<file path="src/rtl/vector_pkg.sv">
// Shared definitions for the vector frame builder: point word layout,
// command codes and the builder FSM state type.
package vector_pkg;

    localparam logic [1:0] CMD_DRAW = 2'b00;
    localparam logic [1:0] CMD_MOVE = 2'b01;
    localparam logic [1:0] CMD_END  = 2'b11;

    localparam int X_MSB   = 17;
    localparam int X_LSB   = 10;
    localparam int Y_MSB   = 9;
    localparam int Y_LSB   = 2;
    localparam int CMD_MSB = 1;
    localparam int CMD_LSB = 0;

    typedef struct packed {
        logic [7:0] x;
        logic [7:0] y;
        logic [1:0] cmd;
    } point_t;

    typedef enum logic [2:0] {
        ST_IDLE     = 3'd0,
        ST_SNAPSHOT = 3'd1,
        ST_SELECT   = 3'd2,
        ST_COPY     = 3'd3,
        ST_TERM     = 3'd4,
        ST_READY    = 3'd5
    } fsm_state_t;

    // Both END (11) and the unused code 10 terminate a sprite.
    function automatic logic is_end(input logic [1:0] cmd);
        return cmd[1];
    endfunction

endpackage

</file>
<file path="src/rtl/point_translate.sv">
// Adds a signed sprite offset to an unsigned screen origin and either
// saturates to the screen range or wraps modulo the screen size.
module point_translate #(
    parameter int OUT_WIDTH = 8,
    parameter int OFF_WIDTH = 8,
    parameter int CLIP_MODE = 1
) (
    input  logic [OUT_WIDTH-1:0] origin,
    input  logic [OFF_WIDTH-1:0] offset,
    output logic [OUT_WIDTH-1:0] coord
);

    localparam int SW = OUT_WIDTH + 2;

    // Two guard bits: the top one flags a negative sum, the next one a sum past the screen.
    logic signed [SW-1:0] sum;
    assign sum = $signed({2'b00, origin}) + SW'($signed(offset));

    generate
        if (CLIP_MODE != 0) begin : g_clip
            always_comb begin
                coord = sum[OUT_WIDTH-1:0];
                if (sum[SW-1])
                    coord = '0;
                else if (sum[SW-2])
                    coord = '1;
            end
        end else begin : g_wrap
            assign coord = sum[OUT_WIDTH-1:0];
        end
    endgenerate

endmodule

</file>
<file path="src/rtl/vector_frame_builder.sv">
// Builds one vector point list per display frame from NUM_OBJ sprite channels
// into the display RAM, then hands it to the display through go/halt.
module vector_frame_builder
    import vector_pkg::*;
#(
    parameter int ADR_WIDTH      = 16,
    parameter int DATAWIDTH      = 18,
    parameter int OUT_WIDTH      = 8,
    parameter int NUM_OBJ        = 4,
    parameter int RAM_DEPTH      = 1000,
    parameter int MAX_SPRITE_LEN = 256,
    parameter int CLIP_MODE      = 1
) (
    input  logic                           clk,
    input  logic                           rst,
    input  logic [NUM_OBJ-1:0]             obj_valid,
    input  logic [NUM_OBJ*OUT_WIDTH-1:0]   obj_x,
    input  logic [NUM_OBJ*OUT_WIDTH-1:0]   obj_y,
    input  logic [NUM_OBJ*ADR_WIDTH-1:0]   obj_adr,
    output logic [ADR_WIDTH-1:0]           rom_adr,
    input  logic [DATAWIDTH-1:0]           rom_data,
    output logic [ADR_WIDTH-1:0]           ram_wadr,
    output logic [DATAWIDTH-1:0]           ram_wdata,
    output logic                           ram_we,
    output logic                           go,
    input  logic                           halt,
    output logic [ADR_WIDTH-1:0]           frame_len,
    output logic                           overflow,
    output fsm_state_t                     dbg_state
);

    localparam int IDXW    = (NUM_OBJ > 1) ? $clog2(NUM_OBJ) : 1;
    localparam int CNTW    = $clog2(MAX_SPRITE_LEN + 1);
    localparam int OFF_W   = X_MSB - X_LSB + 1;

    fsm_state_t                   state;
    logic [NUM_OBJ-1:0]           snap_valid;
    logic [NUM_OBJ*OUT_WIDTH-1:0] snap_x;
    logic [NUM_OBJ*OUT_WIDTH-1:0] snap_y;
    logic [NUM_OBJ*ADR_WIDTH-1:0] snap_adr;
    logic [IDXW-1:0]              idx;
    logic [CNTW-1:0]              spr_cnt;
    logic [ADR_WIDTH-1:0]         wptr;

    logic [OUT_WIDTH-1:0] cur_x, cur_y, tx, ty;
    logic [ADR_WIDTH-1:0] cur_adr;
    logic                 last_ch, word_end, len_hit, ram_full, point_write;

    assign cur_x   = snap_x[idx*OUT_WIDTH +: OUT_WIDTH];
    assign cur_y   = snap_y[idx*OUT_WIDTH +: OUT_WIDTH];
    assign cur_adr = snap_adr[idx*ADR_WIDTH +: ADR_WIDTH];
    assign last_ch = (idx == IDXW'(NUM_OBJ - 1));

    // The top RAM word is kept free so the end marker always fits.
    assign word_end    = is_end(rom_data[CMD_MSB:CMD_LSB]);
    assign len_hit     = (spr_cnt == CNTW'(MAX_SPRITE_LEN));
    assign ram_full    = (wptr == ADR_WIDTH'(RAM_DEPTH - 1));
    assign point_write = (state == ST_COPY) && !word_end && !len_hit && !ram_full;

    point_translate #(.OUT_WIDTH(OUT_WIDTH), .OFF_WIDTH(OFF_W), .CLIP_MODE(CLIP_MODE)) u_tx (
        .origin (cur_x),
        .offset (rom_data[X_MSB:X_LSB]),
        .coord  (tx)
    );

    point_translate #(.OUT_WIDTH(OUT_WIDTH), .OFF_WIDTH(OFF_W), .CLIP_MODE(CLIP_MODE)) u_ty (
        .origin (cur_y),
        .offset (rom_data[Y_MSB:Y_LSB]),
        .coord  (ty)
    );

    assign ram_we    = point_write || (state == ST_TERM);
    assign ram_wadr  = wptr;
    assign dbg_state = state;

    always_comb begin
        ram_wdata = '0;
        if (point_write)
            ram_wdata = DATAWIDTH'({tx, ty, rom_data[CMD_MSB:CMD_LSB]});
        else if (state == ST_TERM)
            ram_wdata = DATAWIDTH'({{(2*OUT_WIDTH){1'b0}}, CMD_END});
    end

    // go/halt: go rises with the finished frame and stays high, frame_len and
    // overflow frozen, until halt is seen high in READY; go drops on that edge.
    always_ff @(posedge clk or negedge rst) begin
        if (!rst) begin
            state      <= ST_IDLE;
            snap_valid <= '0;
            snap_x     <= '0;
            snap_y     <= '0;
            snap_adr   <= '0;
            idx        <= '0;
            spr_cnt    <= '0;
            wptr       <= '0;
            rom_adr    <= '0;
            go         <= 1'b0;
            frame_len  <= '0;
            overflow   <= 1'b0;
        end else begin
            case (state)
                ST_IDLE: state <= ST_SNAPSHOT;
                ST_SNAPSHOT: begin
                    snap_valid <= obj_valid;
                    snap_x     <= obj_x;
                    snap_y     <= obj_y;
                    snap_adr   <= obj_adr;
                    wptr       <= '0;
                    idx        <= '0;
                    overflow   <= 1'b0;
                    state      <= ST_SELECT;
                end
                ST_SELECT: begin
                    if (snap_valid[idx]) begin
                        rom_adr <= cur_adr;
                        spr_cnt <= '0;
                        state   <= ST_COPY;
                    end else if (last_ch) begin
                        state <= ST_TERM;
                    end else begin
                        idx <= idx + 1'b1;
                    end
                end
                ST_COPY: begin
                    if (word_end || len_hit) begin
                        if (last_ch) begin
                            state <= ST_TERM;
                        end else begin
                            idx   <= idx + 1'b1;
                            state <= ST_SELECT;
                        end
                    end else if (ram_full) begin
                        overflow <= 1'b1;
                        state    <= ST_TERM;
                    end else begin
                        wptr    <= wptr + 1'b1;
                        rom_adr <= rom_adr + 1'b1;
                        spr_cnt <= spr_cnt + 1'b1;
                    end
                end
                ST_TERM: begin
                    frame_len <= wptr + 1'b1;
                    go        <= 1'b1;
                    state     <= ST_READY;
                end
                ST_READY: begin
                    if (halt) begin
                        go    <= 1'b0;
                        state <= ST_SNAPSHOT;
                    end
                end
                default: state <= ST_IDLE;
            endcase
        end
    end

endmodule

</file>
<file path="config.mk">
export PLATFORM = sky130hd
export DESIGN_NAME = vector_frame_builder
export DESIGN_NICKNAME = d
export VERILOG_FILES = /design/src/rtl/vector_pkg.sv /design/src/rtl/point_translate.sv /design/src/rtl/vector_frame_builder.sv
export SDC_FILE = /design/constraint.sdc
export NUM_CORES = 1
export LEC_CHECK = 0
export BUFFER_PORTS_ARGS = -buffer_cell sky130_fd_sc_hd__clkbuf_2
export CORE_MARGIN = 4
export CORE_UTILIZATION = 50
export DETAILED_ROUTE_END_ITERATION = 8
export PLACE_DENSITY = 0.75
export SLEW_MARGIN = 20
export SYNTH_ARGS = -nofsm -noshare
export SYNTH_HDL_FRONTEND = slang
export SYNTH_HIERARCHICAL = 1
export SYNTH_SLANG_ARGS = --single-unit
</file>
<file path="constraint.sdc">
create_clock -name clk -period 3.6 [get_ports clk]
set_input_delay 0.36 -clock clk [delete_from_list [all_inputs] [get_ports clk]]
set_output_delay 0.36 -clock clk [all_outputs]
set_load 0.02 [all_outputs]
</file>
== After elaboration in Yosys (flattened, before gate mapping) ==
Index checks and enable logic that the tools add are counted.
Operators by class
  add/sub/neg operators: 6
  $lt $le $gt $ge: 1
  equal/unequal tests: 17
  shift-type cells: 3
  multiplexer cells: 35
  reduce and logical (&&, ||, !) cells: 19
Operator list (number)
  $mux W16: 5
  $pmux W16 S2: 2
  $shiftx A32 B6 Y8: 2
  $shiftx A64 B7 Y16: 1
  $add A16 B1 Y16 const B: 2
  $mux W8: 4
  $mux W9: 3
  $add A9 B8 Y10: 2
  $mux W18: 1
  $mux W3: 6
  $pmux W3 S6: 1
  $pmux W9 S2: 1
  $eq A16 B10 Y1 const B: 1
  $ne A2 B2 Y1 const B: 6
  $reduce_and A3 Y1: 4
  $add A9 B1 Y9 const B: 1
  $eq A9 B9 Y1 const B: 1
  $mux W2: 4
  $eq A3 B2 Y1 const B: 2
  $eq A3 B3 Y1 const B: 2
  $pmux W2 S3: 1
  $reduce_bool A2 Y1: 3
  $mux W1: 4
  $pmux W1 S2: 2
  15 further kinds: 20
Storage, ports and cells
  flip-flop bits (word level): 196
  output and inout port bits: 72
  logic and storage cells: 93

== Depth between registers and ports, before layout ==
  depth after elaboration: 5
  gate-level depth with buffers: 12
  mapped depth without buffers: 9

== By module ==
The synthesis kept the hierarchy.
Modules (own cells, without submodules)
  vector_frame_builder: instances 1, cells each 725, area an instance 9301.4 um^2, seq. area each 4904.7 um^2
  point_translate at u_tx: instances 1, cells each 48, area an instance 429.2 um^2, seq. area each 0.0 um^2
  point_translate at u_ty: instances 1, cells each 48, area an instance 399.1 um^2, seq. area each 0.0 um^2

== Worst setup path before layout ==
OpenSTA, ideal clock, no wires.
  path kind: reg2out
  start point: register idx[0]
  end point: output port ram_wdata[4]
  data arrival time: 3.430 ns
  data required time: 3.240 ns
  slack: -0.190 ns
  cell stages (with the launch flop): 13
  buffers on the path: 3
  path through: dfrtp_1 buf_6 buf_2 buf_2 mux4_2 ha_1 fa_1 a211oi_1 o21ai_1 a31oi_1 xnor2_1 o21a_1 and2_1
On the way
  word-level cells in the longest chain between the ends: 5
Ends and longest elaborated chain
  start: declaration: RTL line vector_frame_builder.sv:41  | logic [IDXW-1:0] idx;
  start signal: assignment: RTL line vector_frame_builder.sv:121  | idx <= idx + 1'b1;
  start signal: assignment: RTL line vector_frame_builder.sv:129  | idx <= idx + 1'b1;
  $shiftx A32 B6 Y8 *: RTL line vector_frame_builder.sv:50  | assign cur_y = snap_y[idx*OUT_WIDTH +: OUT_WIDTH];
  net cur_y[0]: RTL line vector_frame_builder.sv:45  | logic [OUT_WIDTH-1:0] cur_x, cur_y, tx, ty;
  $add A9 B8 Y10 *: RTL line point_translate.sv:17  | assign sum = $signed({2'b00, origin}) + SW'($signed(offset));
  $mux W8: RTL line point_translate.sv:25  | else if (sum[SW-2])
  $mux W8 *: RTL line point_translate.sv:23  | if (sum[SW-1])
  net ty[2]: RTL line vector_frame_builder.sv:45
  $mux W18 *: RTL line vector_frame_builder.sv:78  | if (point_write)
  end: declaration: RTL line vector_frame_builder.sv:23  | output logic [DATAWIDTH-1:0] ram_wdata,
Mark *: on every way through the listed nets, which the timed path passes. The rest lies on a longest branch.

== Worst setup path after layout ==
  start point: register idx[0]
  end point: output port ram_wdata[8]
The elaborated chain is that of the path after synthesis.

==> results.md <==
Die:
- The number of top-level pins is 225.
- The region available for standard cell placement spans 19720 um2.
- The chip height is 150.3 um.
- The floorplan step defined a die boundary enclosing around 23000 um2.
- The starting density of the core is 51.37%.
- The number of placement rows is 51.
- The die width is 150.3 um.

Worst setup path:
- The worst flop-to-flop path startpoint is ram_wadr[0]$_DFFE_PN0P_.
- For the worst setup path, the data arrival time is 3250 ps.
- The critical path endpoint category is an output port.
- The peak per-stage delay on the critical path is 550 ps.
- The worst setup path is of the reg -> out kind.
- The critical path goes through buf_12 > mux4_2 > ha_4 > fa_2 > a211oi_2 > o21ai_2 > a31oi_2 > xnor2_2 > o21a_1 > and2_4 > buf_8.
- The largest fanout on the critical path is 8.
- The worst setup path startpoint is idx[0]$_DFFE_PN0P_.
- The setup check on the worst reg-to-reg path leaves a slack of 690 ps.
- The worst setup path is launched from a register.
- STA puts the critical path data required time at 3240 ps.
- The slowest stage of the critical path is the sky130_fd_sc_hd__mux4_2 cell.

Timing:
- Hold timing on the final database bottoms out at a slack of 6.997 ps.
- Summed over all failing endpoints, the final setup total negative slack is -20.66 ps.
- The final count of negative-setup-slack endpoints is 3.
- The transition time at the pin with the least slew margin is 1018 ps.
- Headroom to the max-slew limit came out at a little under a third.
- The share of the clock period used by the worst path is 100.4%.
- The total count of hold-check failures in the final report is 0.
- The fmax is 0.2768 GHz.
- The shortest clock period the worst path allows after layout is ~3600 ps.
- The max-slew violation total from the final report came to 0.
- The setup slack of the critical path after layout is -13.14 ps.
- The final setup skew is 7.890 ps.
- Setup repair after global routing could not meet its margin everywhere.

Placed design:
- The detailed-placement wirelength estimate is 18080 um.
- During placement, the flow inserted port buffers numbering between 200 and 250.
- The final RePlAce weighted congestion is between 0.8 and 0.9.
- The cell count after placement is 1279.

Outcome:
- The flow ran to the end, but the final reports show violations.
- The checks that failed: negative setup slack.

Finish:
- Compared with the post-synthesis result, the final layout area differs by 24.75%.
- The register area is 4907 um2.
- The multi-input combinational cells in the finished layout cover a total of around 5200 um2.
- The final-stage net count is 1225.
- Of the cells placed in the final design, the portion with a size suffix greater than 1 is a little under half.
- Counting the fill cells in the layout gives between 1500 and 2000.
- The final design utilization is 64.09%.
- Leaving out filler cells and counting taps, the final layout contains 1326.

Global routing:
- The first global-routing pass estimated 41130 um of wire.
- The overall routing resource usage is 23.12%.
- The via count of the first global-routing pass was 7767.
- The largest net degree at the start of global routing is 137.
- For this run the aggregate overflow at the end of global routing stands at 0.
- The number of antenna violations at the first check in global routing is 2.

Pwr:
- The net switching fraction of the power is 38.92%.
- The combinational cell fraction of total power is 52.2%.
- The power density normalized to cell area is 977.6 nW/um2.
- The design draws around 12 mW.
- The sequential power share is 32.1%.
- The power share of the clock group is 15.7%.
- The internal power summed over all cells is 7.545 mW.
- In this run the static leakage power is approximately 5.6 nW.
- The switching component of the power is 4.808 mW.
- The worst-case IR drop observed on VDD is 0.0005262 V.

Synthesis:
- Synthesis inferred 196 register bits.
- In the synthesized netlist the async set-or-reset flop fraction comes to 100.0%.
- The number of synthesis warnings is 6.
- The average cell area after synthesis is 12.34 um2.
- Yosys instantiated no cell more often than sky130_fd_sc_hd__dfrtp_1.
- The mapped netlist covers around 10000 um2.
- Yosys mapped a number of flops with a built-in enable equal to 0.
- The post-synthesis instance total is 821.
- Sorting the synthesized cells by area gives the leading types as sky130_fd_sc_hd__dfrtp_1 (48%), sky130_fd_sc_hd__mux2_2 (15%), sky130_fd_sc_hd__mux4_2 (7.3%).
- The net count after synthesis is 999.
- The post-synthesis cell type count is 70.
- The commonest cells after synthesis are sky130_fd_sc_hd__dfrtp_1 (196), sky130_fd_sc_hd__mux2_2 (135), sky130_fd_sc_hd__nor2_1 (47).
- The area share of the largest cell type after synthesis is 48.42%.
- The biggest area contributor in the post-synthesis netlist is sky130_fd_sc_hd__dfrtp_1.
- After synthesis, flip-flops and latches occupy 48.42% of the total area.
- The predominant post-synthesis flop cell is sky130_fd_sc_hd__dfrtp_1.

Clocking:
- Clock latency on the worst-skew pair, taken at its later pin, is 430 ps.
- The root buffer cell chosen for the clock tree is sky130_fd_sc_hd__clkbuf_16.
- The number of buffers created by CTS is 17.
- The clock sink count is 196.
- In this run the deepest clock path goes through 2 buffers.
- TritonCTS built the clock tree.
- After clock tree synthesis, the clock-pin slew on the worst setup and hold paths is approximately 70 ps.
- The number of levels in the clock H-tree is 4.

Routing:
- The vias after detailed routing is 7642.
- The antenna violation net count after detailed routing is 0.
- The wire length reported by the detailed router is 25630 um.
- The detailed router's first-iteration violation count is 541.
- The average wire length per cell after detail routing is 19.33 um.
- The post-route DRC violation count is 0.
- After detailed routing, the number of vias per cell comes to 5.763.
- Before antenna repair, the detailed router went through 5 iterations.

Run:
- The count of max-cap constraint violations is 0.

Hold path:
- The worst hold path belongs to the class in -> async.
[worst max-delay path, delay by kind of cell, from the launching register on]
kind | cells | cell delay, ps
AOI/OAI and AO/OA | 4 | 740
muxes | 1 | 550
adders and majority gates | 2 | 550
DFF | 1 | 370
buffers and inverters | 2 | 250
xor gates and xnor gates | 1 | 210
and+or+nand+nor | 1 | 150
[cells by family after synthesis]
kind of cell	count (synthesis)	share of synthesized area (%)
flip-flops	196	48.42
AND/OR/NAND/NOR	179	9.325
multiplexers	170	22.54
AO/OA/AOI/OAI	163	11.06
buffers and inverters	60	2.853
XOR/XNOR	28	2.569
adder cells (fa/ha/maj)	25	3.236
[stage by stage]
step	setup WS [ps]	area (um2)
after floorplan	23.89	10140
after global placement	171.0	11530
after detailed placement	142.7	11530
after CTS	-19.72	12450
after global routing	-124.7	12640
final	-13.14	12640
[metal layers]
metal / GRT usage, % / vias to the layer above / share of wire, %
met4: 7.685 / 2 / 2.4
met2: 37.59 / 274 / 50
li1: - / 3536 / -
met5: 0 / - / 0.047
met3: 5.057 / 45 / 6.3
met1: 31.00 / 3785 / 41
[sequential cells by signal, indices dropped and copies added (netlist names), 3 cells and up]
signal / count
spr_cnt: 9
snap_valid: 4
snap_y: 32
frame_len: 16
rom_adr: 16
ram_wadr: 16
snap_adr: 64
snap_x: 32
dbg_state: 3
[cells in the final DEF (no fill, tap or decap), types with 10 or more instances in the layout]
| cell | Yosys | layout |
|---|---|---|
| sky130_fd_sc_hd__o21a_1 | 16 | 16 |
| sky130_fd_sc_hd__and3_1 | 10 | 10 |
| sky130_fd_sc_hd__a21oi_1 | 45 | 43 |
| sky130_fd_sc_hd__a31oi_1 | 13 | 12 |
| sky130_fd_sc_hd__a21o_1 | 10 | 10 |
| sky130_fd_sc_hd__nand2_1 | 30 | 30 |
| sky130_fd_sc_hd__ha_4 | 0 | 11 |
| sky130_fd_sc_hd__nor2_1 | 47 | 47 |
| sky130_fd_sc_hd__xnor2_1 | 13 | 11 |
| sky130_fd_sc_hd__xor2_1 | 13 | 13 |
| sky130_fd_sc_hd__ha_1 | 23 | 11 |
| sky130_fd_sc_hd__mux4_2 | 33 | 33 |
| sky130_fd_sc_hd__buf_4 | 1 | 23 |
| sky130_fd_sc_hd__inv_1 | 12 | 12 |
| sky130_fd_sc_hd__clkbuf_16 | 0 | 17 |
| sky130_fd_sc_hd__o21ai_0 | 13 | 13 |
| sky130_fd_sc_hd__mux2_2 | 135 | 135 |
| sky130_fd_sc_hd__nand3_1 | 15 | 15 |
| sky130_fd_sc_hd__clkbuf_2 | 0 | 207 |
| sky130_fd_sc_hd__dfrtp_1 | 196 | 194 |
| sky130_fd_sc_hd__and2_1 | 19 | 14 |
[power groups by stage]
stage | logic [mW] | clock network (mW) | registers, mW
finish | 6.45 | 1.94 | 3.96
global route | 6.99 | 2.09 | 4.09
CTS | 6.12 | 1.98 | 3.95
detailed placement | 5.72 | 0 | 4.00
global placement | 5.60 | 0 | 3.96
floorplan | 4.26 | 0 | 3.97
[worst paths after layout]
| kind | depth (start not counted) | end |
|---|---|---|
| min | 1 | frame_len[4]$_DFFE_PN0P_ |
| max reg2reg | 6 | rom_adr[11]$_DFFE_PN0P_ |
| max in group asynchronous | 2 | snap_adr[15]$_DFFE_PN0N_ |
| min in group clk | 2 | snap_x[19]$_DFFE_PN0N_ |
| min reg2reg | 1 | go$_DFFE_PN0P_ |
| max | 11 | ram_wdata[8] |
[layout make-up]
class | instances | area share (%)
tap | 265 | 2.624
clock inverter | 15 | 1.485
sequential | 196 | 38.83
timing repair buffer | 255 | 12.37
clock buffer | 17 | 3.366
inverter | 12 | 0.3564
multi-input combinational | 565 | 40.95
antenna | 1 | 0.01980
[timing repair]
item | in CTS | in global routing
endpoints found under the setup margin | 16 | 16
buffers inserted | 21 | 4
endpoints found under the hold margin | 0 | 0
resized for setup | 45 | 37
hold buffers | 0 | 0
pin swaps | 15 | 17
Power figures use the tool's default switching activity.
